<file path="src/rtl/rssb_sequencer.sv">
// rssb_sequencer: multi-cycle control FSM for the RSSB datapath.
// Walks each instruction through FETCH, EXEC, LOAD and UPDATE, driving the
// datapath select and write strobes. Also provides run / single-step /
// halt-request control, halt-address detection and a retired-instruction
// counter.
module rssb_sequencer #(
    parameter int                 WIDTH     = 8,
    parameter logic [WIDTH-1:0]   HALT_ADDR = 8'hFF,
    parameter int                 CNT_W     = 16
) (
    input  logic             clk,
    input  logic             rst,
    input  logic             run,
    input  logic             step,
    input  logic             halt_req,
    input  logic             neg,
    input  logic [WIDTH-1:0] mem_rd,
    output logic             sel_pc,
    output logic             sel_mem,
    output logic             write_op1,
    output logic             write_mem,
    output logic             write_acc,
    output logic             write_pc,
    output logic             busy,
    output logic             halted,
    output logic [CNT_W-1:0] instr_count
);

    localparam logic [2:0] IDLE   = 3'd0;
    localparam logic [2:0] FETCH  = 3'd1;
    localparam logic [2:0] EXEC   = 3'd2;
    localparam logic [2:0] LOAD   = 3'd3;
    localparam logic [2:0] UPDATE = 3'd4;
    localparam logic [2:0] HALTED = 3'd5;

    logic [2:0]       state_q, state_d;
    logic             neg_q, neg_d;
    logic             halt_pend_q, halt_pend_d;
    logic [CNT_W-1:0] cnt_q, cnt_d;

    // Next-state logic: instructions are atomic, so run and halt requests
    // are only acted on at the UPDATE boundary.
    always_comb begin
        state_d = state_q;
        case (state_q)
            IDLE: begin
                if (run || step) begin
                    state_d = FETCH;
                end
            end
            FETCH: begin
                if (mem_rd == HALT_ADDR) begin
                    state_d = HALTED;
                end else begin
                    state_d = EXEC;
                end
            end
            EXEC:   state_d = LOAD;
            LOAD:   state_d = UPDATE;
            UPDATE: begin
                if (halt_req || halt_pend_q || !run) begin
                    state_d = IDLE;
                end else begin
                    state_d = FETCH;
                end
            end
            HALTED: state_d = HALTED;
            default: state_d = IDLE;
        endcase
    end

    // Borrow capture, halt-request latch and saturating retire counter.
    // A one-cycle halt_req pulse seen mid-instruction is held until UPDATE.
    always_comb begin
        neg_d       = neg_q;
        halt_pend_d = halt_pend_q;
        cnt_d       = cnt_q;
        if (state_q == EXEC) begin
            neg_d = neg;
        end
        if (state_q == UPDATE) begin
            halt_pend_d = 1'b0;
            if (cnt_q != {CNT_W{1'b1}}) begin
                cnt_d = cnt_q + CNT_W'(1);
            end
        end else if ((state_q == FETCH || state_q == EXEC || state_q == LOAD)
                     && halt_req) begin
            halt_pend_d = 1'b1;
        end
    end

    // State and control registers; the active-low reset aborts any
    // in-flight instruction immediately.
    always_ff @(posedge clk or negedge rst) begin
        if (!rst) begin
            state_q     <= IDLE;
            neg_q       <= 1'b0;
            halt_pend_q <= 1'b0;
            cnt_q       <= '0;
        end else begin
            state_q     <= state_d;
            neg_q       <= neg_d;
            halt_pend_q <= halt_pend_d;
            cnt_q       <= cnt_d;
        end
    end

    // Moore output decode; at most one write strobe is active per state.
    always_comb begin
        sel_pc    = 1'b0;
        sel_mem   = 1'b0;
        write_op1 = 1'b0;
        write_mem = 1'b0;
        write_acc = 1'b0;
        write_pc  = 1'b0;
        busy      = 1'b0;
        halted    = 1'b0;
        case (state_q)
            FETCH: begin
                write_op1 = 1'b1;
                busy      = 1'b1;
            end
            EXEC: begin
                sel_mem   = 1'b1;
                write_mem = 1'b1;
                busy      = 1'b1;
            end
            LOAD: begin
                sel_mem   = 1'b1;
                write_acc = 1'b1;
                busy      = 1'b1;
            end
            UPDATE: begin
                write_pc = 1'b1;
                sel_pc   = neg_q;
                busy     = 1'b1;
            end
            HALTED: begin
                halted = 1'b1;
            end
            default: begin
                busy = 1'b0;
            end
        endcase
    end

    assign instr_count = cnt_q;

endmodule

</file>
<file path="config.mk">
export PLATFORM = sky130hd
export DESIGN_NAME = rssb_sequencer
export DESIGN_NICKNAME = d
export VERILOG_FILES = /design/src/rtl/rssb_sequencer.sv
export SDC_FILE = /design/constraint.sdc
export NUM_CORES = 1
export LEC_CHECK = 0
export BUFFER_PORTS_ARGS = -buffer_cell sky130_fd_sc_hd__buf_2
export CORE_MARGIN = 2
export CORE_UTILIZATION = 45
export CTS_CLUSTER_DIAMETER = 150
export DETAILED_ROUTE_END_ITERATION = 16
export PLACE_DENSITY_LB_ADDON = 0.3
export SLEW_MARGIN = 10
export SYNTH_ARGS = -nofsm -noshare
export SYNTH_HDL_FRONTEND = slang
export SYNTH_SLANG_ARGS = --single-unit
</file>
<file path="constraint.sdc">
create_clock -name clk -period 2.47 [get_ports clk]
set_clock_uncertainty 0.15 [all_clocks]
set_input_delay 0.1235 -clock clk [delete_from_list [all_inputs] [get_ports clk]]
set_output_delay 0.1235 -clock clk [all_outputs]
set_load 0.01 [all_outputs]
</file>
Word-level counts from Yosys, hierarchy flattened
Cells that the tools add are included.

cells by class
  add/sub/neg operators = 1
  eq/ne operators = 8
  muxes and demuxes = 14
  reduce and logical (&&, ||, !) cells = 12

operators by type and width
  operator                                        number
  case mux 3 bit (6 select lines)                 1
  adder 16 x 1 -> 16 bit (second input constant)  1
  != test 16 bit (second input constant)          1
  2-to-1 mux 1 bit                                11
  == test 8 bit (second input constant)           1
  == test 3 x 2 -> 1 bit (second input constant)  2
  == test 3 bit (second input constant)           2
  2-to-1 mux 3 bit                                2
  logical OR 1 bit                                5
  OR reduction 4 bit                              1
  == test 3 x 1 -> 1 bit (second input constant)  1
  logical NOT 3 bit                               1
  != test 2 bit (second input constant)           1
  AND reduction 2 bit                             1
  nonzero test 2 bit                              1
  OR reduction 2 bit                              1
  logical AND 1 bit                               1
  logical NOT 1 bit                               1

storage, ports and cells
  register bits after elaboration = 21
  input port bits = 14
  output and inout port bits = 24
  word-level logic and storage cells = 39

Depth between registers and ports, before layout
Gate-level depths: netlist of run 1.

  depth in word-level cells = 6
  gate-level depth with buffers = 6
  gate-level depth less buffers = 5

Worst setup path before layout of run 1
No wires, ideal clock.

  kind = register to register
  start point = register cnt_q[0] (netlist: instr_count[0])
  end point = register cnt_q[7] (netlist: instr_count[7])
  setup time = 0.138 ns
  arrival = 1.735 ns
  required time = 2.182 ns
  path slack = 0.446 ns
  cell stages (with the launch flop) = 7
  path buffers = 1
  period minus slack after synthesis = 2.024 ns
  cells stage by stage = dfrtp_1 ha_1 nand4_1 nor4_2 buf_4 nor4_1 xor2_1

on the way
  word-level cells in the longest chain between the ends = 2
  elaborated cells on any way between the ends = 3
  classes of those cells = add/sub (1); eq/ne (1); reduce/logical (1)

ends and longest elaborated chain
  item                                                                            line  text
  from (decl)                                                                     39    logic [CNT_W-1:0] cnt_q, cnt_d;
  from (signal assigned)                                                          104   cnt_q <= cnt_d;
  parallel branches: the longest is 2 deep, another holds adder 16 x 1 -> 16 bit  -

Parallel ways; which one is timed is not known.
A chain may end at the register's enable or synchronous reset.

Final worst setup path of run 1
  start point = register state_q[0]
  end point = register cnt_q[14] (netlist: instr_count[14])

on the way
  word-level cells in the longest chain between the ends = 2

ends and longest elaborated chain
  item                           line  text
  from (decl)                    36    logic [2:0] state_q, state_d;
  from (signal assigned)         101   state_q <= state_d;
  == test 3 bit                  81    if (state_q == UPDATE) begin
  AND reduction 2 bit (no line)  -

Every way passes these cells.

==> run_results.csv, run 1 <==
group,metric,value,unit
run_status,outcome,"completed",
yosys,synth_cell_type_count,38,
clock_network,cts_root_buffer,"clkbuf_4",
sta,tightest_slew,704,ps
pwr,p_comb_share,35.0,%
global_route,grt_max_degree,22,
sta,slew_viol_final,0,
yosys,synth_ff_type,"dfrtp_1",
hold_path,hold_path_class,"in2reg",
hold_path,min_from,"step",
floorplanning,io_pins,38,
clock_network,cts_tree,"done",
worst_setup_path,cp_num_buf_inv,0,
sta,holdWs,36.1,ps
worst_setup_path,crit_family,"simple AND/OR/NAND/NOR gates",
pwr,netSwitchingPower,370,uW
place,io_buffers,37,
sta,setup_violations,0,
yosys,yosysSeqAreaShare,46.3,%
drt,wl_per_cell,12.6,um
worst_setup_path,cp-start-kind,"flop",
clock_network,htree_levels,1,
global_route,overflow,0,
clock_network,cts.sinks,21,
drt,vias_per_cell,5.32,
layout,drive_gt1_share,38.4,%
pwr,cellPowerDensity,709,nW/um2
floorplanning,rows,18,
sta,hold_viol_final,0,
drt,antenna_left,0,
sta,min_period_over_period,86.4,%
worst_setup_path,rrSetupSlack,340,ps
layout,fin_cells,176,
drt,wl,2220,um
drt,drc,0,
place,post-dp-hpwl,1720,um
yosys,avgSynthCellArea,11.1,um2
floorplanning,die_h,54.2,um
yosys,syn-num-nets,117,
worst_setup_path,cpPeakStageDelay,690,ps
pwr,p_int,632,uW
worst_setup_path,cp.required,2540,ps
clock_network,clk_path_buf_depth,2,
layout,finish.net_count,162,
floorplanning,fp.dieW,54.2,um
pwr,leakagePower,0.727,nW
pwr,p_clk_share,15.9,%
yosys,ys_async_sr_fraction,100,%
drt,drtIter0Drc,20,
yosys,ys_seq_elements,21,
drt,firstDrtPassIters,4,
layout,antennaDiodeCount,0,
clock_network,insertion_delay,290,ps
global_route,grt_pass1_wl,3440,um
sta,max_slew_margin,53.1,%
yosys,ys_warn_count,0,
worst_setup_path,rr_worst_depth,4,
global_route,antenna_found_initial,0,
sta,rsz0062_at_grt,"false",
sta,period_needed,2130,ps
hold_path,min_path_cells,3,
worst_setup_path,endpoint_kind,"flop",
pwr,swShare,36.9,%
worst_setup_path,path_cells,"or3b_1 > nor4_4 > a31oi_1 > a41oi_1",
yosys,synth_area,1140,um2
global_route,grt_usage,16.0,%
pwr,p_seq_share,49.1,%
layout,stdcell_area,1410,um2
yosys,syn_inst,102,
yosys,yosys.area.top_type_share,46.3,%
place,dpl_cell_area,1350,um2
worst_setup_path,cp.arrival,2200,ps
place,gp_congestion,0.786,
yosys,synth_edf_count,0,
layout,syn2layout_area_growth,24.3,%
layout,final_core_util,58.1,%
sta,fmax,0.468,GHz
yosys,synth_commonest_cells,"dfrtp_1, xor2_1, nand4_1, nor2_1",
global_route,grt_pass1_vias,841,
worst_setup_path,slowest_stage,"or3b_1",
yosys,synth_most_common_cell,"dfrtp_1",
worst_setup_path,crit_fanout,15,
clock_network,cts_buffers,3,
clock_network,path_clk_slew,110,ps
yosys,synth_top_cell_by_area,"dfrtp_1",
yosys,synthTopCellsByArea,"dfrtp_1, xor2_1, nor4_4, nand4_1, nor3_1",
worst_setup_path,startpoint,"state_q[0]",
sta,finalSetupTns,0,ps
hold_path,min_to,"state_q[0]",
floorplanning,die_area,2940,um2
floorplanning,initial_utilization,46.7,%
worst_setup_path,path_class,"reg2reg",
drt,vias,936,
worst_setup_path,timing.rr.end,"instr_count[14]",
job,max_cap_viol_count,0,
floorplanning,core-area,2430,um2
pwr,ir_worst_vdd,0.525,mV
worst_setup_path,rr_startpoint,"state_q[0]",
place,dp_cells,168,
clock_network,post_cts_buffers,0,
==> worst reg2reg max path: cells and delay by family (launching register included) <==
kind            cells  cell delay, ps
compound gates      2             290
flops               1             480
simple gates        2            1140
==> through the flow <==
stage	power, mW	setup WS (ps)
2_1_floorplan	0.723	446
4_1_cts	1.02	343
3_3_place_gp	0.829	438
5_1_grt	1.08	196
3_5_place_dp	0.847	368
6_report	1.00	335
==> metal layers <==
metal | track usage (%) | wire (um)
met4 | 7.50 | 19
met5 | 0 | 0
met2 | 26.7 | 1130
met1 | 19.9 | 948
met3 | 3.01 | 112
==> placed cells by master, fill, tap and decap left out, drive strengths merged, types with 3 or more instances in the layout <==
cell type    count
nor2             6
dfrtp           21
inv              3
nand4            7
buf             40
clkbuf           4
nor3             6
dlygate4sd3      4
xor2            13
nand2            5
nand3            5
nor4             7
==> kinds of logic after synthesis <==
logic type,synth area share (%)
mux,1.98
simple gates,29.7
buf+inv,4.07
compound gates,6.06
flops,46.3
xor+xnor,10.8
fa+ha+maj,1.10
==> flip-flops by register name (all words and copies together) (netlist names) <==
name	count
state_q	3
halt_pend_q	1
instr_count	16
neg_q	1
==> power groups by stage <==
stage               Clock (mW)  Combinational [mW]  Sequential [mW]
floorplan                    0               0.239            0.484
global placement             0               0.339            0.490
detailed placement           0               0.349            0.497
CTS                      0.170               0.356            0.490
global route             0.182               0.390            0.505
finish                   0.159               0.351            0.492
==> repair_timing <==
item	4_1_cts	5_1_grt
gates resized for setup	0	0
hold buffers	4	0
endpoints found under the hold margin	24	0
==> worst max path at each step <==
stage               slack, ps  cells past startpoint               to
floorplan                 450                      6   instr_count[7]
global placement          440                      4  instr_count[14]
detailed placement        370                      4  instr_count[14]
CTS                       340                      4  instr_count[14]
global route              200                      4  instr_count[14]
finish                    340                      4  instr_count[14]
==> layout make-up <==
| type | count | area [um2] |
|---|---|---|
| tap | 30 | 37.5 |
| timing repair buffer | 44 | 248 |
| multi-input combinational | 74 | 564 |
| sequential | 21 | 526 |
| inverter | 3 | 11.3 |
| clock buffer | 4 | 26.3 |
| fill | 222 | 1020 |
Note: power is estimated with default switching activity, not from simulation.
==> inputs of run 2 (changes only) <==
CAP_MARGIN = 20   (was unset)
clock period = 2.6 ns   (was 2.47 ns; I/O delays follow)
==> run_results.csv, run 2 (synthesized netlist as in run 1, its figures left out) <==
group,metric,value,unit
sta,setup_violations,0,
clock_network,cts.sinks,21,
place,dpl_cell_area,1340,um2
place,post-dp-hpwl,1710,um
floorplanning,rows,18,
run_status,outcome,"completed",
worst_setup_path,path_class,"reg2reg",
pwr,ir_worst_vdd,0.523,mV
layout,antennaDiodeCount,0,
drt,drc,0,
floorplanning,core-area,2430,um2
floorplanning,fp.dieW,54.2,um
clock_network,cts_buffers,3,
drt,firstDrtPassIters,4,
place,gp_congestion,0.763,
clock_network,ctsHoldBuffers,4,
layout,syn2layout_area_growth,23.7,%
worst_setup_path,crit_fanout,15,
place,io_buffers,37,
worst_setup_path,cp-start-kind,"flop",
sta,min_period_over_period,83.6,%
sta,period_needed,2170,ps
sta,tightest_slew,706,ps
clock_network,path_clk_slew,120,ps
sta,max_slew_margin,53.0,%
global_route,grt_pass1_vias,887,
layout,final_cell_mix,"buf_2, dfrtp_1, xor2_1",
sta,finalSetupTns,0,ps
hold_path,hold_path_class,"in2reg",
floorplanning,initial_utilization,46.7,%
place,dp_slack,458,ps
global_route,antenna_found_initial,0,
clock_network,clk_path_buf_depth,2,
drt,antenna_left,0,
drt,vias,922,
layout,stdcell_area,1410,um2
clock_network,htree_levels,1,
sta,fmax,0.460,GHz
global_route,grt_usage,17.6,%
floorplanning,io_pins,38,
layout,final_core_util,57.8,%
pwr,total_power,956,uW
global_route,grt_pass1_wl,3710,um
sta,holdWs,35.7,ps
clock_network,cts_tree,"done",
worst_setup_path,endpoint_kind,"flop",
floorplanning,die_h,54.2,um
pwr,leakagePower,0.723,nW
layout,fin_cells,175,
layout,finish.net_count,161,
floorplanning,die_area,2940,um2
drt,wl_per_cell,13.2,um
pwr,cellPowerDensity,680,nW/um2
layout,largest_register_ffs,16,
clock_network,insertion_delay,300,ps
sta,hold_viol_final,0,
clock_network,post_cts_buffers,0,
drt,drtIter0Drc,8,
worst_setup_path,cp.arrival,2240,ps
global_route,overflow,0,
sta,rsz0062_at_grt,"false",
layout,final_common_cell,"buf_2",
drt,wl,2300,um
job,max_cap_viol_count,0,
clock_network,cts_resized,0,
clock_network,cts_root_buffer,"clkbuf_4",
sta,postLayoutSetupSlackWorst,426,ps
drt,vias_per_cell,5.27,
place,dp_cells,167,
global_route,grt_max_degree,22,
sta,slew_viol_final,0,
worst_setup_path,cp.required,2660,ps
layout,drive_gt1_share,37.9,%
run 2: worst max-delay path, stage by stage (launching register included):
cell,delay (ps)
dfrtp_1,480
or3b_1,690
nor4_4,450
a31oi_1,120
a41oi_1,190
run 2: area by class of cell:
cell class / instances / area [um2]
multi-input cells: 74 / 564
well taps: 30 / 37.5
flip-flops and latches: 21 / 526
clock buffers: 4 / 26.3
repair buffers: 43 / 240
inverters: 3 / 11.3
fillers: 222 / 1030
run 2: final timing paths:
path / endpoint / from / cells after the start / slack (ps)
hold reg to reg: neg_q / neg_q / 1 / 360
setup reg to reg: instr_count[14] / state_q[0] / 4 / 430
min in group asynchronous: instr_count[8] / rst / 2 / 150
setup / recovery: instr_count[14] / state_q[0] / 4 / 430
hold / removal: state_q[0] / step / 3 / 40
max in group asynchronous: instr_count[4] / rst / 2 / 1830
run 2: where the power goes:
part           leakage, nW  total (mW)  internal (mW)  switching, mW
Sequential           0.276       0.469          0.390         0.0790
Clock               0.0150       0.156         0.0597         0.0960
Combinational        0.432       0.331          0.150          0.181
Total                0.723       0.956          0.600          0.356
run 2: metal layers:
metal / up-vias / routed length, um / track usage, %
met5: - / 0 / 0
met4: 0 / 19 / 7.50
met3: 2 / 101 / 2.73
met2: 28 / 1150 / 30.5
met1: 438 / 1030 / 21.7
li1: 454 / - / -
